`src/rtl/block_process_engine_if.sv`:
```
// Bus bundle for block_process_engine: job control, source fetch port and
// addressed readout port.
interface block_process_engine_if #(
  parameter int DATA_W = 32,
  parameter int ADDR_W = 8
);
  logic              start;
  logic [1:0]        mode;
  logic [DATA_W-1:0] key;
  logic [ADDR_W-1:0] data_in_addr;
  logic [DATA_W-1:0] data_in;
  logic [ADDR_W-1:0] data_out_addr;
  logic              rd_en;
  logic [DATA_W-1:0] data_out;
  logic              busy;
  logic              done;
  logic [3:0]        state_out;

  modport master (
    output start, mode, key, data_in, data_out_addr, rd_en,
    input  data_in_addr, data_out, busy, done, state_out
  );

  modport slave (
    input  start, mode, key, data_in, data_out_addr, rd_en,
    output data_in_addr, data_out, busy, done, state_out
  );
endinterface

```
`src/rtl/block_process_engine.sv`:
```
// Load/process/save engine: fetches DEPTH words, transforms them in place with
// the operation latched at start, then serves addressed reads until DEPTH are consumed.
module block_process_engine #(
  parameter int DATA_W = 32,
  parameter int DEPTH  = 64,
  parameter int ADDR_W = 8
) (
  input logic                    clk,
  input logic                    rst_n,
  block_process_engine_if.slave  bus_io
);
  localparam int IDX_W = $clog2(DEPTH);
  localparam int CNT_W = ADDR_W + 1;
  localparam logic [CNT_W-1:0] DEPTH_C = CNT_W'(DEPTH);
  localparam logic [CNT_W-1:0] LAST_C  = CNT_W'(DEPTH - 1);
  localparam logic [CNT_W-1:0] ONE_C   = CNT_W'(1);

  typedef enum logic [3:0] {
    IDLE    = 4'd0,
    LOAD    = 4'd1,
    PROCESS = 4'd2,
    SAVE    = 4'd3,
    DONE    = 4'd4
  } state_e;

  state_e            state_q, state_d;
  logic              last_start_q;
  logic [1:0]        mode_q, mode_d;
  logic [DATA_W-1:0] key_q, key_d;
  logic [CNT_W-1:0]  cnt_q, cnt_d;
  logic [CNT_W-1:0]  rd_cnt_q, rd_cnt_d;
  logic [DATA_W-1:0] mem_q [DEPTH];

  logic              wr_en_s;
  logic [IDX_W-1:0]  wr_idx_s;
  logic [DATA_W-1:0] wr_data_s;
  logic [DATA_W-1:0] cur_word_s;
  logic [CNT_W-1:0]  cnt_dec_s;
  logic [CNT_W-1:0]  rd_cnt_inc_s;

  function automatic logic [DATA_W-1:0] apply_op(
    input logic [1:0]        op,
    input logic [DATA_W-1:0] x,
    input logic [DATA_W-1:0] k
  );
    case (op)
      2'd0:    apply_op = ~x;
      2'd1:    apply_op = x;
      2'd2:    apply_op = x ^ k;
      2'd3:    apply_op = x + k;
      default: apply_op = x;
    endcase
  endfunction

  assign cnt_dec_s    = cnt_q - ONE_C;
  assign rd_cnt_inc_s = rd_cnt_q + ONE_C;
  assign cur_word_s   = mem_q[cnt_q[IDX_W-1:0]];

  // Next-state, counter and buffer write-port decode.
  always_comb begin
    state_d   = state_q;
    cnt_d     = cnt_q;
    rd_cnt_d  = rd_cnt_q;
    mode_d    = mode_q;
    key_d     = key_q;
    wr_en_s   = 1'b0;
    wr_idx_s  = '0;
    wr_data_s = '0;
    case (state_q)
      IDLE: begin
        if (bus_io.start && !last_start_q) begin
          state_d  = LOAD;
          cnt_d    = '0;
          rd_cnt_d = '0;
          mode_d   = bus_io.mode;
          key_d    = bus_io.key;
        end else begin
          state_d = IDLE;
        end
      end
      LOAD: begin
        // Source data lags its address by one cycle, so write the previous slot.
        if (cnt_q != '0) begin
          wr_en_s   = 1'b1;
          wr_idx_s  = cnt_dec_s[IDX_W-1:0];
          wr_data_s = bus_io.data_in;
        end else begin
          wr_en_s = 1'b0;
        end
        if (cnt_q == DEPTH_C) begin
          state_d = PROCESS;
          cnt_d   = '0;
        end else begin
          cnt_d = cnt_q + ONE_C;
        end
      end
      PROCESS: begin
        wr_en_s   = 1'b1;
        wr_idx_s  = cnt_q[IDX_W-1:0];
        wr_data_s = apply_op(mode_q, cur_word_s, key_q);
        if (cnt_q == LAST_C) begin
          state_d = SAVE;
          cnt_d   = '0;
        end else begin
          cnt_d = cnt_q + ONE_C;
        end
      end
      SAVE: begin
        if (bus_io.rd_en) begin
          rd_cnt_d = rd_cnt_inc_s;
          if (rd_cnt_inc_s == DEPTH_C) begin
            state_d = DONE;
          end else begin
            state_d = SAVE;
          end
        end else begin
          state_d = SAVE;
        end
      end
      DONE: begin
        if (!last_start_q) begin
          state_d = IDLE;
        end else begin
          state_d = DONE;
        end
      end
      default: begin
        state_d  = IDLE;
        cnt_d    = '0;
        rd_cnt_d = '0;
      end
    endcase
  end

  // Control state, counters and latched job parameters.
  always_ff @(posedge clk or negedge rst_n) begin
    if (!rst_n) begin
      state_q      <= IDLE;
      last_start_q <= 1'b0;
      mode_q       <= 2'd0;
      key_q        <= '0;
      cnt_q        <= '0;
      rd_cnt_q     <= '0;
    end else begin
      state_q      <= state_d;
      last_start_q <= bus_io.start;
      mode_q       <= mode_d;
      key_q        <= key_d;
      cnt_q        <= cnt_d;
      rd_cnt_q     <= rd_cnt_d;
    end
  end

  // Word buffer; cleared by reset so an aborted job leaves nothing behind.
  always_ff @(posedge clk or negedge rst_n) begin
    if (!rst_n) begin
      for (int i = 0; i < DEPTH; i++) begin
        mem_q[i] <= '0;
      end
    end else if (wr_en_s) begin
      mem_q[wr_idx_s] <= wr_data_s;
    end
  end

  assign bus_io.data_in_addr = ((state_q == LOAD) && (cnt_q < DEPTH_C)) ?
                               cnt_q[ADDR_W-1:0] : '0;
  assign bus_io.data_out     = ({1'b0, bus_io.data_out_addr} < DEPTH_C) ?
                               mem_q[bus_io.data_out_addr[IDX_W-1:0]] : '0;
  assign bus_io.busy         = (state_q == LOAD) || (state_q == PROCESS) ||
                               (state_q == SAVE);
  assign bus_io.done         = (state_q == DONE);
  assign bus_io.state_out    = state_q;
endmodule

```
`src/flat_wrapper.sv`:
```
// flat-port wrapper written by rule: the top's interface ports become plain ports
module block_process_engine_flat 
#(
  parameter int DATA_W = 32,
  parameter int DEPTH  = 64,
  parameter int ADDR_W = 8
)
  (clk, rst_n, bus_io_start, bus_io_mode, bus_io_key, bus_io_data_in, bus_io_data_out_addr, bus_io_rd_en, bus_io_data_in_addr, bus_io_data_out, bus_io_busy, bus_io_done, bus_io_state_out);
  block_process_engine_if #(.DATA_W(DATA_W), .ADDR_W(ADDR_W)) bus_io_i ();
  input logic clk;
  input logic rst_n;
  input wire logic [$bits(bus_io_i.start)-1:0] bus_io_start;
  input wire logic [$bits(bus_io_i.mode)-1:0] bus_io_mode;
  input wire logic [$bits(bus_io_i.key)-1:0] bus_io_key;
  input wire logic [$bits(bus_io_i.data_in)-1:0] bus_io_data_in;
  input wire logic [$bits(bus_io_i.data_out_addr)-1:0] bus_io_data_out_addr;
  input wire logic [$bits(bus_io_i.rd_en)-1:0] bus_io_rd_en;
  output wire logic [$bits(bus_io_i.data_in_addr)-1:0] bus_io_data_in_addr;
  output wire logic [$bits(bus_io_i.data_out)-1:0] bus_io_data_out;
  output wire logic [$bits(bus_io_i.busy)-1:0] bus_io_busy;
  output wire logic [$bits(bus_io_i.done)-1:0] bus_io_done;
  output wire logic [$bits(bus_io_i.state_out)-1:0] bus_io_state_out;
  assign bus_io_i.start = bus_io_start;
  assign bus_io_i.mode = bus_io_mode;
  assign bus_io_i.key = bus_io_key;
  assign bus_io_i.data_in = bus_io_data_in;
  assign bus_io_i.data_out_addr = bus_io_data_out_addr;
  assign bus_io_i.rd_en = bus_io_rd_en;
  assign bus_io_data_in_addr = bus_io_i.data_in_addr;
  assign bus_io_data_out = bus_io_i.data_out;
  assign bus_io_busy = bus_io_i.busy;
  assign bus_io_done = bus_io_i.done;
  assign bus_io_state_out = bus_io_i.state_out;
  block_process_engine #(.DATA_W(DATA_W), .DEPTH(DEPTH), .ADDR_W(ADDR_W)) u_core (.clk(clk), .rst_n(rst_n), .bus_io(bus_io_i));
endmodule
```
`config.mk`:
```
export PLATFORM = sky130hd
export DESIGN_NAME = block_process_engine_flat
export DESIGN_NICKNAME = d
export VERILOG_FILES = /design/src/rtl/block_process_engine_if.sv /design/src/rtl/block_process_engine.sv /design/src/flat_wrapper.sv
export SDC_FILE = /design/constraint.sdc
export NUM_CORES = 2
export LEC_CHECK = 0
export ABC_CLOCK_PERIOD_IN_PS = 5000
export CORE_UTILIZATION = 40
export CTS_CLUSTER_DIAMETER = 150
export DETAILED_ROUTE_END_ITERATION = 7
export MAX_ROUTING_LAYER = met4
export SYNTH_ARGS = -nofsm -noshare
export SYNTH_HDL_FRONTEND = slang
export SYNTH_SLANG_ARGS = --single-unit
```
`constraint.sdc`:
```
create_clock -name clk -period 5 [get_ports clk]
set_input_delay 1 -clock clk [delete_from_list [all_inputs] [get_ports clk]]
set_output_delay 1 -clock clk [all_outputs]
set_load 0.01 [all_outputs]
```
==> results.json <==
{
  "worstPathArrival_ns": 6.08,
  "crit_required_ns": 5.79,
  "crit_path_cell_trace": "buf_12 > buf_16 > buf_12 > buf_12 > mux4_2 > mux4_2 > a22oi_2 > nand2_2 > buf_12 > ha_4 > nand2_2 > a21o_1 > a211o_1 > a21o_1 > a31oi_4 > xnor2_2 > a221oi_4 > buf_12 > buf_12 > buf_16 > a21oi_1",
  "drt_wl_total_um": 463000,
  "r2r_cells": 21,
  "yosys_warnings": 0,
  "rsz0062_at_grt": "true",
  "slew_headroom": 0.0879,
  "cts_hold_buf": 0,
  "die_y_um": 532,
  "startpoint_type": "register",
  "vias": 91400,
  "grt_pass1_wl_um": 663000,
  "antenna_found_initial": 18,
  "grtUsageTotal": 0.333,
  "io_buffers": 120,
  "muxShareOfSynthArea": 0.270,
  "yosys_register_bits": 2104,
  "synth.area.top_cells": "dfrtp_1 47%, mux4_2 25%, a21oi_1 6.6%",
  "core_area_um2": 280000,
  "worstPathMaxFanout": 8,
  "min_path_type": "input port to async pin",
  "crit_family": "compound AO/OA/AOI/OAI gates",
  "synthArstFlopShare": 1.00,
  "synthCells": 9721,
  "vdd_drop_max_mv": 0.876,
  "ios": 124,
  "htreeDepth": 4,
  "rows": 194,
  "dr.pass1.iters": 8,
  "synth_area_um2": 112000,
  "fmax_ghz": 0.189,
  "cts_buffer_depth": 4,
  "floorplan.die_area_um2": 283000,
  "hpwl_um": 306000,
  "crit_slowest_cell": "mux4_2",
  "cts_tree": "done",
  "remaining_drc_errors": 38,
  "final_cells": 14200,
  "routedWlPerCell_um": 32.5,
  "insertion_delay_ns": 0.93,
  "r2r_slack_ns": -0.30,
  "outcome": "complete, but fails checks",
  "clock_skew_ns": 0.0784,
  "synth-adder-area-share": 0.00407,
  "synthXorXnorAreaFrac": 0.00202,
  "root_buffer": "clkbuf_16",
  "crit_path_frequent_cell": "buf_12",
  "synth_compound_area_frac": 0.117,
  "yosysSeqAreaShare": 0.468,
  "dp.cells": 13600,
  "fin_crit_ns": 5.30,
  "clock_sinks": 2104,
  "grt_max_degree": 123,
  "yosys.cell_types.count": 86,
  "r2r_end": "u_core.mem_q[376]$_DFFE_PN0P_",
  "setup_ws_ns": -0.297,
  "synth_simple_gate_area_frac": 0.0972,
  "initial_core_util": 0.402,
  "vias_per_cell": 6.42,
  "cts_buffers": 232,
  "syn_avg_cell_area_um2": 11.6,
  "synth_top_cell_area_share": 0.468,
  "synth_top_family_by_area": "multiplexers",
  "synthMostInstantiatedCell": "dfrtp_1",
  "worst_setup_hold_path_clk_slew_ns": 0.06,
  "finalCritPeriodShare": 1.06,
  "drv_slew": 0,
  "nets": 10400,
  "ant_nets": 0,
  "grt_pass1_vias": 90500,
  "first_iter_violations": 11900,
  "ys.flop_type": "dfrtp_1",
  "p_per_area_nw_per_um2": 665,
  "synth_edf_count": 0,
  "p_total_uw": 92300,
  "dieWidth_um": 532,
  "critical_path_class": "register to register",
  "finalSetupViolCount": 1207,
  "overflow": 0,
  "maxCapViolations": 0,
  "synthTopCellsByCount": "2104 x dfrtp_1, 1914 x nor2_1, 1492 x a21oi_1, 1234 x mux4_2, 549 x clkbuf_1",
  "hold_violations": 0,
  "r2r_start": "u_core.cnt_q[0]$_DFFE_PN0P_",
  "layout-drive-gt1-share": 0.320,
  "max_stage_delay_ns": 0.56,
  "worst_pin_slew_ns": 1.35,
  "crit_buf_inv": 8,
  "violations": "DRC, setup timing",
  "post-synth-top-area-cell": "dfrtp_1",
  "end_kind": "register",
  "place.gp.congestion": 0.955,
  "syn_to_final_growth_pct": 23.4,
  "power.leakage_uw": 0.0505
}
report_power, final:
part	internal (µW)	total, µW	switching [µW]
sequential	20000	22600	2540
combinational	22800	51400	28600
clock	10700	18300	7540
total	53600	92300	38700
routing by layer:
| metal | track usage | wire, µm | vias up | part of all wire |
|---|---|---|---|---|
| li1 | - | - | 37100 | - |
| met1 | 0.421 | 173000 | 47200 | 0.37 |
| met2 | 0.487 | 206000 | 5694 | 0.44 |
| met3 | 0.0858 | 52000 | 1400 | 0.11 |
| met4 | 0.191 | 32100 | 0 | 0.069 |
| met5 | - | 0 | - | 0 |
metrics by stage:
step | setup TNS (ns) | hold slack, ns | util | instance area, µm² | setup slack [ns]
after floorplan | 0 | 0.452 | - | 113000 | 0.00233
final | -158.13 | 0.147 | 0.496 | 139000 | -0.297
after global routing | -279.28 | 0.195 | 0.496 | 139000 | -0.339
after CTS | -82.79 | 0.180 | 0.491 | 137000 | -0.197
after detailed placement | -1082.05 | 0.484 | 0.454 | 127000 | -0.922
after global placement | -1161.45 | 0.473 | 0.454 | 127000 | -1.01
flip-flops by register name, summed over array words and instances, names as in the netlist:
signal                   flops
u_core.cnt_q                 9
u_core.key_q                32
u_core.last_start_q          1
u_core.bus_io.state_out      3
u_core.rd_cnt_q              9
u_core.mode_q                2
u_core.mem_q              2048
cells in the final DEF (no fill, tap or decap), drive strengths merged, types with 9 or more instances in the layout:
cell	count
and3	12
ha	35
nand2	539
xor2	13
clkbuf	348
nor2b	60
a22oi	36
a22o	12
a21o	13
and2	23
clkdlybuf4s50	108
o211ai	9
a21oi	1494
nor4	14
buf	1217
a41oi	106
nand4	10
o21a	10
clkinvlp	10
mux2	140
nand2b	9
inv	29
a211oi	49
xnor2	13
clkinv	55
nand3	24
o21ai	328
mux4	1234
a31oi	172
o31ai	10
o22ai	20
bufinv	26
nor3	79
dfrtp	2104
diode	15
mux2i	96
nor2	1915
a221oi	24
layout make-up:
cell class	count	area (µm²)
fill	24100	141000
antenna	15	37.5
multi-input combinational	6592	57300
clock buffer	329	6770
timing repair buffer	1344	16100
tap	3724	4660
clock inverter	97	1240
sequential	2104	52700
inverter	23	86.3
timing repair:
item                                    in CTS  in global routing
endpoints found under the setup margin    1806               1589
pin swaps                                   43                 58
resized for setup                          250                152
gates cloned                                20                 19
setup buffers                               52                 64
how the worst max path moves through the flow:
| stage | depth (start not counted) | to | slack, ns | startpoint |
|---|---|---|---|---|
| global placement | 19 | u_core.mem_q[1176]$_DFFE_PN0P_ | -1.01 | u_core.cnt_q[0]$_DFFE_PN0P_ |
| global route | 24 | u_core.mem_q[665]$_DFFE_PN0P_ | -0.34 | u_core.cnt_q[0]$_DFFE_PN0P_ |
| floorplan | 22 | u_core.mem_q[1688]$_DFFE_PN0P_ | 0.002 | u_core.cnt_q[0]$_DFFE_PN0P_ |
| CTS | 21 | u_core.mem_q[2040]$_DFFE_PN0P_ | -0.20 | u_core.cnt_q[0]$_DFFE_PN0P_ |
| detailed placement | 18 | u_core.mem_q[1688]$_DFFE_PN0P_ | -0.92 | u_core.cnt_q[3]$_DFFE_PN0P_ |
| finish | 21 | u_core.mem_q[376]$_DFFE_PN0P_ | -0.30 | u_core.cnt_q[0]$_DFFE_PN0P_ |
logic make-up (layout without fill, tap and decap cells):
family                     count (synthesis)  in the layout
xor gates and xnor gates                  26             26
and+or+nand+nor                         2717           2717
buffers and inverters                   1027           1793
DFF                                     2104           2104
AOI/OAI and AO/OA                       2340           2340
muxes                                   1470           1470
other                                      1             18
adders and majority gates                 36             36
Power figures use the tool's default switching activity.
